### config.mk
export PLATFORM = sky130hd
export DESIGN_NAME = and_rr_sched
export DESIGN_NICKNAME = d
export VERILOG_FILES = /design/src/rtl/and_rr_sched.sv
export SDC_FILE = /design/constraint.sdc
export NUM_CORES = 1
export LEC_CHECK = 0
export BUFFER_PORTS_ARGS = -buffer_cell sky130_fd_sc_hd__buf_4
export CORE_MARGIN = 2
export CORE_UTILIZATION = 46
export DETAILED_ROUTE_END_ITERATION = 6
export PLACE_DENSITY = 0.84
export SYNTH_ARGS = -nofsm -noshare
export SYNTH_HDL_FRONTEND = slang
export SYNTH_SLANG_ARGS = --single-unit
### constraint.sdc
create_clock -name clk -period 2.4 [get_ports clk]
set_clock_uncertainty 0.2 [all_clocks]
set_input_delay 0.36 -clock clk [delete_from_list [all_inputs] [get_ports clk]]
set_output_delay 0.36 -clock clk [all_outputs]
set_load 0.1 [all_outputs]
### src/rtl/and_rr_sched.sv
// Round-robin scheduler that shares one and_gate datapath among NumReq requesters.
// It accepts one operand pair, runs the gate handshake, and returns the result or a timeout error.
module and_rr_sched #(
   parameter int NumReq     = 2,
   parameter int DataWidth  = 16,
   parameter int TimeoutCyc = 15
) (
   input  logic                          clk,
   input  logic                          rst_ni,
   input  logic [NumReq-1:0]             req_valid_i,
   output logic [NumReq-1:0]             req_ready_o,
   input  logic [NumReq*DataWidth-1:0]   req_a_i,
   input  logic [NumReq*DataWidth-1:0]   req_b_i,
   output logic [NumReq-1:0]             rsp_valid_o,
   input  logic [NumReq-1:0]             rsp_ready_i,
   output logic [DataWidth-1:0]          rsp_data_o,
   output logic                          rsp_err_o,
   output logic                          gate_en_o,
   output logic [DataWidth-1:0]          gate_a_o,
   output logic [DataWidth-1:0]          gate_b_o,
   input  logic [DataWidth-1:0]          gate_out_i,
   input  logic                          gate_valid_i,
   output logic                          busy_o,
   output logic [1:0]                    dbg_state_o
);

   localparam int IdW = $clog2(NumReq);
   localparam logic [7:0] TimeoutVal = 8'(TimeoutCyc);

   // Handshakes: a transfer happens on a rising edge where valid and ready are both 1.
   // req_ready_o is a combinational one-hot grant in IDLE; rsp_valid_o holds until the
   // owner's rsp_ready_i, and ready bits of other requesters are ignored.
   typedef enum logic [1:0] {
      S_IDLE  = 2'd0,
      S_ISSUE = 2'd1,
      S_WAIT  = 2'd2,
      S_RESP  = 2'd3
   } state_e;

   state_e               state_q, state_d;
   logic [IdW-1:0]       ptr_q, ptr_d;
   logic [IdW-1:0]       id_q, id_d;
   logic [DataWidth-1:0] opa_q, opa_d;
   logic [DataWidth-1:0] opb_q, opb_d;
   logic [DataWidth-1:0] data_q, data_d;
   logic                 err_q, err_d;
   logic [7:0]           cnt_q, cnt_d;
   logic [7:0]           cnt_inc;

   logic [IdW-1:0]       winner;
   logic                 any_valid;
   logic [DataWidth-1:0] a_arr [NumReq];
   logic [DataWidth-1:0] b_arr [NumReq];

   for (genvar g = 0; g < NumReq; g++) begin : g_unpack
      assign a_arr[g] = req_a_i[g*DataWidth +: DataWidth];
      assign b_arr[g] = req_b_i[g*DataWidth +: DataWidth];
   end

   // Scan starts one past the last served requester, so the previous winner is checked last.
   always_comb begin
      int             idx;
      logic [IdW-1:0] idx_w;
      winner    = '0;
      any_valid = 1'b0;
      idx       = 0;
      idx_w     = '0;
      for (int k = 1; k <= NumReq; k++) begin
         idx   = (int'(ptr_q) + k) % NumReq;
         idx_w = IdW'(idx);
         if (!any_valid && req_valid_i[idx_w]) begin
            any_valid = 1'b1;
            winner    = idx_w;
         end
      end
   end

   always_ff @(posedge clk or negedge rst_ni) begin
      if (!rst_ni) begin
         state_q <= S_IDLE;
         ptr_q   <= IdW'(NumReq - 1);
         id_q    <= '0;
         opa_q   <= '0;
         opb_q   <= '0;
         data_q  <= '0;
         err_q   <= 1'b0;
         cnt_q   <= '0;
      end else begin
         state_q <= state_d;
         ptr_q   <= ptr_d;
         id_q    <= id_d;
         opa_q   <= opa_d;
         opb_q   <= opb_d;
         data_q  <= data_d;
         err_q   <= err_d;
         cnt_q   <= cnt_d;
      end
   end

   assign cnt_inc = cnt_q + 8'd1;

   always_comb begin
      state_d = state_q;
      ptr_d   = ptr_q;
      id_d    = id_q;
      opa_d   = opa_q;
      opb_d   = opb_q;
      data_d  = data_q;
      err_d   = err_q;
      cnt_d   = cnt_q;
      unique case (state_q)
         S_IDLE: begin
            if (any_valid) begin
               id_d    = winner;
               opa_d   = a_arr[winner];
               opb_d   = b_arr[winner];
               state_d = S_ISSUE;
            end
         end
         S_ISSUE: begin
            cnt_d   = '0;
            state_d = S_WAIT;
         end
         S_WAIT: begin
            // A gate result arriving on the timeout cycle still counts as a success.
            if (gate_valid_i) begin
               data_d  = gate_out_i;
               err_d   = 1'b0;
               state_d = S_RESP;
            end else begin
               cnt_d = cnt_inc;
               if (cnt_inc == TimeoutVal) begin
                  data_d  = '0;
                  err_d   = 1'b1;
                  state_d = S_RESP;
               end
            end
         end
         S_RESP: begin
            if (rsp_ready_i[id_q]) begin
               ptr_d   = id_q;
               state_d = S_IDLE;
            end
         end
         default: state_d = S_IDLE;
      endcase
   end

   always_comb begin
      req_ready_o = '0;
      rsp_valid_o = '0;
      if (state_q == S_IDLE && any_valid) begin
         req_ready_o[winner] = 1'b1;
      end
      if (state_q == S_RESP) begin
         rsp_valid_o[id_q] = 1'b1;
      end
      gate_en_o   = (state_q == S_ISSUE);
      busy_o      = (state_q != S_IDLE);
      dbg_state_o = state_q;
   end

   assign gate_a_o   = opa_q;
   assign gate_b_o   = opb_q;
   assign rsp_data_o = data_q;
   assign rsp_err_o  = err_q;

endmodule
==> flow_summary.yaml, run 1 <==
timing:
  rsz0062_at_grt: "false"
  timing.final.crit_share: 0.955
  max_slew_margin: 0.488
  fmax_mhz: 436
  setup_tns_ns: 0
  finalSetupViolations: 0
  hold_violations: 0
  min_period_ns: 2.29
  worst_pin_slew_ns: 0.768
  drv_slew: 0
grt:
  grt_pass1_vias: 2700
  grt_overflow_total: 0
  track_usage: 0.226
  grt_first_pass_wirelength_mm: 13.0
  grt_max_degree: 62
  antenna_found_initial: 0
critical_path:
  critPathLaunch: "dbg_state_o[1]$_DFFE_PN0P_"
  slowest_delay_ns: 0.45
  crit_family: "flip-flops"
  r2r-start: "cnt_q[0]$_DFFE_PN0P_"
  arrival_ns: 1.73
  critPathMaxFanout: 6
  critPathCaptureType: "primary output"
  crit_chain: "inv_1, ha_1, nand2_1, a21oi_2, buf_4"
  slowest_stage: "dfrtp_2"
  cp-start-kind: "flop"
  required_ns: 1.84
  cp_num_buf_inv: 2
  critPathKind: "reg2out"
clock_tree:
  numCtsBuffers: 9
  tritoncts: "done"
  cts.sinks: 61
  insertion_delay_ns: 0.32
  ctsHtreeMaxLevel: 3
  clk_path_buf_depth: 2
  root_buffer: "clkbuf_8"
  clk_pin_slew_ns: 0.07
hold_path:
  min_path_type: "in2reg"
  min_from: "gate_out_i[15]"
synth:
  synthTopCellsByArea: "dfrtp_1 (50%), a222oi_1 (11%), inv_1 (4.8%), a22oi_1 (4.0%), nand2b_1 (3.5%)"
  syn-cell-area_mm2: 0.00300
  yosysWarnings: 0
  synth.top_cell.area_share: 0.501
  yosysUniqueCellTypes: 44
  ys_ff_latch: 61
  async_reset_ff_frac: 1.00
  yosysSeqAreaShare: 0.509
  postSynthAreaPerCell_um2: 10.9
  synthCells: 274
  yosysMostFrequentCell: "dfrtp_1"
  synth_top_area_cell: "dfrtp_1"
  yosys_most_used_dff: "dfrtp_1"
  synth_edf_count: 0
  synthTopCellsByCount: "dfrtp_1 (60), inv_1 (38), a222oi_1 (32), nand2b_1 (17)"
  syn-num-nets: 367
finish:
  areaGrowthSynthToFinish_pct: 44.3
  drive_gt1_frac: 0.456
  fillers: 486
  nNetsFinal: 509
  n_antenna_cell: 0
  multi_input_area_mm2: 0.00122
  seq_area_mm2: 0.00153
drt:
  drtPass1Iterations: 6
  drtAntennaViolNets: 0
  vias: 2792
  dr.first_iter.drc_count: 227
  via_per_inst: 5.61
  post_drt_wl_per_cell_um: 16.0
  drt-total-wl_mm: 7.98
  drcViolationCount: 0
outcome:
  outcome: "completed"
place:
  portBuffers: 143
  hpwl_mm: 5.79
  finalWeightedCongestion: 0.841
floorplanning:
  fp.dieArea_mm2: 0.00718
  core-area_mm2: 0.00631
  initial_core_util: 0.475
  fp.dieW_um: 84.7
  num_rows: 29
  die_y_um: 84.7
  io_pins: 144
run:
  drv_cap: 0
-- worst paths after layout --
path | slack (ns) | cells after the start | end
max reg2reg | 0.16 | 7 | rsp_data_o[5]$_DFFE_PN0P_
min | 0.06 | 3 | rsp_data_o[15]$_DFFE_PN0P_
min reg2reg | 0.29 | 2 | gate_a_o[0]$_DFFE_PN0P_
min in group asynchronous | 0.46 | 2 | cnt_q[2]$_DFFE_PN0P_
max in group asynchronous | 1.01 | 2 | dbg_state_o[0]$_DFFE_PN0P_
max | 0.11 | 5 | req_ready_o[0]
-- routing by layer --
metal,wire (µm),GRT usage,vias up
li1,-,-,1309
met5,0,0,-
met2,4170,0.390,115
met4,121,0.0779,0
met1,3100,0.282,1354
met3,587,0.0482,14
-- repair_timing --
item                                    4_1_cts  5_1_grt
setup buffers                                 0        0
endpoints found under the hold margin        60        0
resized for setup                             0        1
hold buffers                                  1        0
endpoints found under the setup margin        0        1
-- placed cells by master (no fill, tap or decap), drive strengths merged --
cell	synthesis	layout
clkbuf	7	12
nor2	7	7
nand2	13	13
o21ai	27	27
dfstp	1	1
nand4	2	2
a31o	1	1
dfrtp	60	60
o31a	1	1
a21o	1	1
o22a	1	1
a22oi	17	17
nand4b	1	1
nor3	2	2
clkinvlp	0	1
nand4bb	1	1
nand2b	17	17
and2	2	2
dlygate4sd3	0	1
inv	39	39
and3	3	3
xnor2	1	1
a222oi	32	32
ha	6	6
o32ai	1	1
bufinv	0	1
xor2	2	2
nor2b	1	1
a31oi	4	4
a311o	1	1
or2	1	1
mux2i	3	3
a21oi	5	5
o31ai	1	1
buf	12	149
a22o	1	1
clkinv	0	2
-- worst register-to-register path, delay by kind of cell (launching register included) --
family / cells / cell delay [ns]
DFF: 1 / 0.44
AOI/OAI and AO/OA: 2 / 0.26
and+or+nand+nor: 3 / 0.68
buffers and inverters: 1 / 0.27
adders and majority gates: 1 / 0.27
-- cell families after synthesis --
group / Yosys count / synth area share
mux: 3 / 0.0113
flops: 61 / 0.509
compound gates: 93 / 0.257
xor+xnor: 3 / 0.00876
buf+inv: 58 / 0.0918
fa+ha+maj: 6 / 0.0250
simple gates: 50 / 0.0968
-- through the flow --
stage	setup slack (ns)	cells	hold WS, ns	instance area (µm²)	util
after global routing	0.0114	498	0.0516	4330	0.686
after detailed placement	0.208	481	0.279	4120	0.653
after CTS	0.0832	498	0.0446	4330	0.685
after floorplan	0.0289	274	-0.136	3020	-
final	0.107	498	0.0563	4330	0.686
after global placement	0.310	481	0.275	4120	0.653
-- sequential cells by signal, indices dropped and copies added, names as in the netlist --
| signal | flops |
|---|---|
| gate_a_o | 16 |
| gate_b_o | 16 |
| rsp_data_o | 16 |
| cnt_q | 8 |
| dbg_state_o | 2 |
| id_q | 1 |
| ptr_q | 1 |
| rsp_err_o | 1 |
-- final cells by class --
| cell class | count | area share |
|---|---|---|
| sequential | 61 | 0.353 |
| multi-input combinational | 155 | 0.282 |
| timing repair buffer | 150 | 0.264 |
| inverter | 39 | 0.0338 |
| clock buffer | 12 | 0.0335 |
| tap | 77 | 0.0223 |
| clock inverter | 4 | 0.0110 |
Power of run 1 is not shown: default switching activity piles up to over one toggle a cycle in this logic, so the estimate is an artifact.
==> inputs of run 2 (changes only) <==
--- a/config.mk
+++ b/config.mk
@@ -10,6 +10,7 @@
 export CORE_UTILIZATION = 46
 export DETAILED_ROUTE_END_ITERATION = 6
 export PLACE_DENSITY = 0.84
+export RECOVER_POWER = 50
 export SYNTH_ARGS = -nofsm -noshare
 export SYNTH_HDL_FRONTEND = slang
 export SYNTH_SLANG_ARGS = --single-unit
==> flow_summary.yaml, run 2 (synthesized netlist as in run 1, its figures left out) <==
hold_path:
  min_delay_worst_endpoint: "rsp_data_o[15]$_DFFE_PN0P_"
  min_path_type: "in2reg"
  min_from: "gate_out_i[15]"
  hold_path_depth: 3
critical_path:
  r2r-start: "cnt_q[0]$_DFFE_PN0P_"
  rr_endpoint: "rsp_data_o[5]$_DFFE_PN0P_"
  required_ns: 1.84
  critPathLaunch: "dbg_state_o[1]$_DFFE_PN0P_"
  reg2regPathDepth: 7
  critPathMaxFanout: 6
  critPathKind: "reg2out"
  slowest_delay_ns: 0.45
  slowest_stage: "dfrtp_2"
  reg2reg_slack_ns: 0.16
  crit_chain: "inv_1, ha_1, nand2_1, a21oi_2, buf_4"
  cp-start-kind: "flop"
  arrival_ns: 1.73
  critPathCaptureType: "primary output"
grt:
  busiest_layer: "met2"
  grt_util_met2: 0.390
  track_usage: 0.226
  antenna_found_initial: 0
  grt.met3_usage: 0.0482
  grt_pass1_vias: 2700
  met1_usage: 0.282
  grt_overflow_total: 0
  grt_first_pass_wirelength_mm: 13.0
  grt_max_degree: 62
timing:
  max_slew_margin: 0.231
  min_period_ns: 2.29
  setup_tns_ns: 0
  timing.final.crit_share: 0.954
  hold_violations: 0
  fmax_mhz: 437
  drv_slew: 0
  worst_pin_slew_ns: 1.16
  postLayoutSetupSlackWorst_ns: 0.112
  rsz0062_at_grt: "false"
  finalSetupViolations: 0
run:
  drv_cap: 0
floorplanning:
  core-area_mm2: 0.00631
  fp.dieArea_mm2: 0.00718
  die_y_um: 84.7
  num_rows: 29
  fp.dieW_um: 84.7
  io_pins: 144
  initial_core_util: 0.475
outcome:
  outcome: "completed"
finish:
  n_antenna_cell: 0
  areaGrowthSynthToFinish_pct: 42.0
  final_common_cell: "buf_4"
  fillers: 508
  utilization: 0.675
  drive_gt1_frac: 0.451
  nNetsFinal: 509
  final_cell_mix: "buf_4 (120), dfrtp_1 (58), inv_1 (38)"
drt:
  vias: 2810
  dr.first_iter.drc_count: 221
  drcViolationCount: 0
  via_per_inst: 5.64
  drt-total-wl_mm: 7.94
  drtAntennaViolNets: 0
  post_drt_wl_per_cell_um: 15.9
  drtPass1Iterations: 6
place:
  finalWeightedCongestion: 0.841
  pre_cts_slack_ns: 0.208
  portBuffers: 143
  hpwl_mm: 5.79
clock_tree:
  ctsHtreeMaxLevel: 3
  cts.sinks: 61
  clk_path_buf_depth: 2
  root_buffer: "clkbuf_8"
  clk_pin_slew_ns: 0.07
  tritoncts: "done"
  post_cts_buffers: 0
  insertion_delay_ns: 0.32
  numCtsBuffers: 9
[run 2: critical path, delay by kind of cell, from the launching register on]
kind	cells	cell delay (ns)
DFF	1	0.45
and+or+nand+nor	1	0.10
adders and majority gates	1	0.30
AOI/OAI and AO/OA	1	0.14
buffers and inverters	2	0.42
[run 2: worst max path at each step]
stage,endpoint,slack [ns]
final,req_ready_o[0],0.11
after global placement,rsp_data_o[2]$_DFFE_PN0P_,0.31
after detailed placement,rsp_data_o[4]$_DFFE_PN0P_,0.21
after floorplan,dbg_state_o[0]$_DFFE_PN0P_,0.03
after global routing,req_ready_o[0],0.01
after CTS,req_ready_o[0],0.08
[run 2: cell type report]
cell class / count / area [µm²] / share of cell area
timing repair buffer: 150 / 1070 / 0.252
multi-input combinational: 155 / 1220 / 0.286
tap: 77 / 96.3 / 0.0226
clock inverter: 4 / 47.5 / 0.0112
inverter: 39 / 146 / 0.0344
clock buffer: 12 / 145 / 0.0341
sequential: 61 / 1530 / 0.359
[run 2: metal layers]
metal  wire (µm)  part of all wire
met4         118             0.015
met2        4160              0.52
met1        3030              0.38
met3         638             0.080
met5           0                 0
[run 2: what timing repair did]
action                                  in CTS  in global routing
resized for setup                            0                  1
endpoints found under the setup margin       0                  1
hold buffers                                 1                  0
endpoints found under the hold margin       60                  0
[run 2: through the flow]
step	hold WS, ns	instance area (µm²)	instances
after detailed placement	0.279	4120	481
after CTS	0.0446	4330	498
after floorplan	-0.136	3020	274
after global routing	0.0516	4260	498
after global placement	0.275	4120	481
final	0.0560	4260	498
Power of run 2 is left out for the same reason.
==> inputs of run 3 (changes only) <==
--- a/config.mk
+++ b/config.mk
@@ -5,7 +5,7 @@
 export SDC_FILE = /design/constraint.sdc
 export NUM_CORES = 1
 export LEC_CHECK = 0
-export BUFFER_PORTS_ARGS = -buffer_cell sky130_fd_sc_hd__buf_4
+export BUFFER_PORTS_ARGS = -buffer_cell sky130_fd_sc_hd__buf_2
 export CORE_MARGIN = 2
 export CORE_UTILIZATION = 46
 export DETAILED_ROUTE_END_ITERATION = 6
==> flow_summary.yaml, run 3 (synthesized netlist as in run 1, its figures left out) <==
critical_path:
  cp_num_buf_inv: 1
  arrival_ns: 1.68
  critPathCaptureType: "primary output"
  required_ns: 1.84
  cp-start-kind: "flop"
  crit_chain: "ha_1, nor2b_4, buf_2"
  critPathMaxFanout: 6
  slowest_delay_ns: 0.42
  slowest_stage: "buf_2"
  crit_family: "buffers and inverters"
  critPathKind: "reg2out"
floorplanning:
  initial_core_util: 0.475
  die_y_um: 84.7
  io_pins: 144
  fp.dieW_um: 84.7
  num_rows: 29
  fp.dieArea_mm2: 0.00718
  core-area_mm2: 0.00631
timing:
  max_slew_margin: 0.122
  hold_violations: 0
  worst_pin_slew_ns: 1.32
  min_period_ns: 2.24
  timing.final.crit_share: 0.934
  drv_slew: 0
  setup_tns_ns: 0
  finalSetupViolations: 0
  rsz0062_at_grt: "false"
  fmax_mhz: 446
grt:
  track_usage: 0.207
  grt_overflow_total: 0
  grt_first_pass_wirelength_mm: 11.9
  antenna_found_initial: 0
  grt_pass1_vias: 2541
  grt_max_degree: 62
drt:
  drtPass1Iterations: 7
  drt-total-wl_mm: 7.53
  via_per_inst: 5.54
  dr.first_iter.drc_count: 268
  post_drt_wl_per_cell_um: 15.2
  vias: 2752
  drcViolationCount: 18
  drtAntennaViolNets: 0
finish:
  seq_area_mm2: 0.00153
  areaGrowthSynthToFinish_pct: 32.4
  n_antenna_cell: 0
  final_cell_mix: "buf_2 (115), dfrtp_1 (58), inv_1 (38)"
  multi_input_area_mm2: 0.00122
  drive_gt1_frac: 0.393
  final_common_cell: "buf_2"
  nNetsFinal: 508
  fillers: 537
  utilization: 0.629
clock_tree:
  post_cts_buffers: 0
  tritoncts: "done"
  cts.sinks: 61
  clk_pin_slew_ns: 0.07
  clk_path_buf_depth: 2
  numCtsBuffers: 9
  ctsHtreeMaxLevel: 3
  root_buffer: "clkbuf_8"
  insertion_delay_ns: 0.33
hold_path:
  min_path_type: "in2reg"
run:
  drv_cap: 0
outcome:
  violations: "DRC"
  outcome: "finished, violations left"
place:
  hpwl_mm: 5.43
  portBuffers: 143
  finalWeightedCongestion: 0.831
run 3: changes by cell type in the layout (fill, tap and decap cells not counted), moves of 2 or more:
cell      previous run  this run
clkinv_2             2         0
buf_4              120         4
clkbuf_2            25         1
clkbuf_1             2        29
buf_2                0       115
buf_1                2         0
run 3: repair_timing:
| item | in CTS | in global routing |
|---|---|---|
| hold buffers | 1 | 0 |
| hold endpoints to repair | 60 | 0 |
| gates resized for setup | 0 | 1 |
| setup endpoints to repair | 0 | 4 |
run 3: per-stage QoR:
stage | std cells | hold WS, ns | worst slack, ns | area, µm²
floorplan | 274 | -0.136 | 0.0289 | 3020
global placement | 480 | 0.187 | 0.270 | 3790
CTS | 497 | 0.0418 | 0.121 | 4020
detailed placement | 480 | 0.191 | 0.136 | 3790
finish | 497 | 0.0492 | 0.159 | 3970
global route | 497 | 0.0454 | 0.0233 | 3970
run 3: metal layers:
| layer | part of all wire | global-route usage | up-vias | wire (µm) |
|---|---|---|---|---|
| met2 | 0.51 | 0.365 | 121 | 3850 |
| met1 | 0.41 | 0.251 | 1323 | 3070 |
| met5 | 0 | 0 | - | 0 |
| met4 | 0.013 | 0.0693 | 0 | 95 |
| li1 | - | - | 1297 | - |
| met3 | 0.069 | 0.0433 | 11 | 519 |
run 3: cell type report:
class | count | area share
clock buffers | 13 | 0.0375
clock inverters | 3 | 0.0173
inverters | 39 | 0.0369
multi-input cells | 155 | 0.308
flip-flops and latches | 61 | 0.385
well taps | 77 | 0.0243
repair buffers | 149 | 0.191
run 3: path summary, 6_finish.rpt:
path / slack, ns / startpoint / cells after the start / endpoint
hold / removal: 0.05 / gate_out_i[6] / 3 / rsp_data_o[6]$_DFFE_PN0P_
setup / recovery: 0.16 / dbg_state_o[0]$_DFFE_PN0P_ / 3 / rsp_valid_o[0]
hold reg to reg: 0.29 / gate_a_o[15]$_DFFE_PN0P_ / 2 / gate_a_o[15]$_DFFE_PN0P_
min in group asynchronous: 0.74 / rst_ni / 3 / gate_a_o[5]$_DFFE_PN0P_
setup reg to reg: 0.20 / cnt_q[0]$_DFFE_PN0P_ / 7 / rsp_data_o[3]$_DFFE_PN0P_
max in group asynchronous: 0.39 / rst_ni / 3 / dbg_state_o[0]$_DFFE_PN0P_
run 3: worst min-delay path, cell delays in order:
cell	delay [ns]
buf_2	0.08
a22oi_1	0.06
o21ai_2	0.05
Power of run 3 is left out for the same reason.
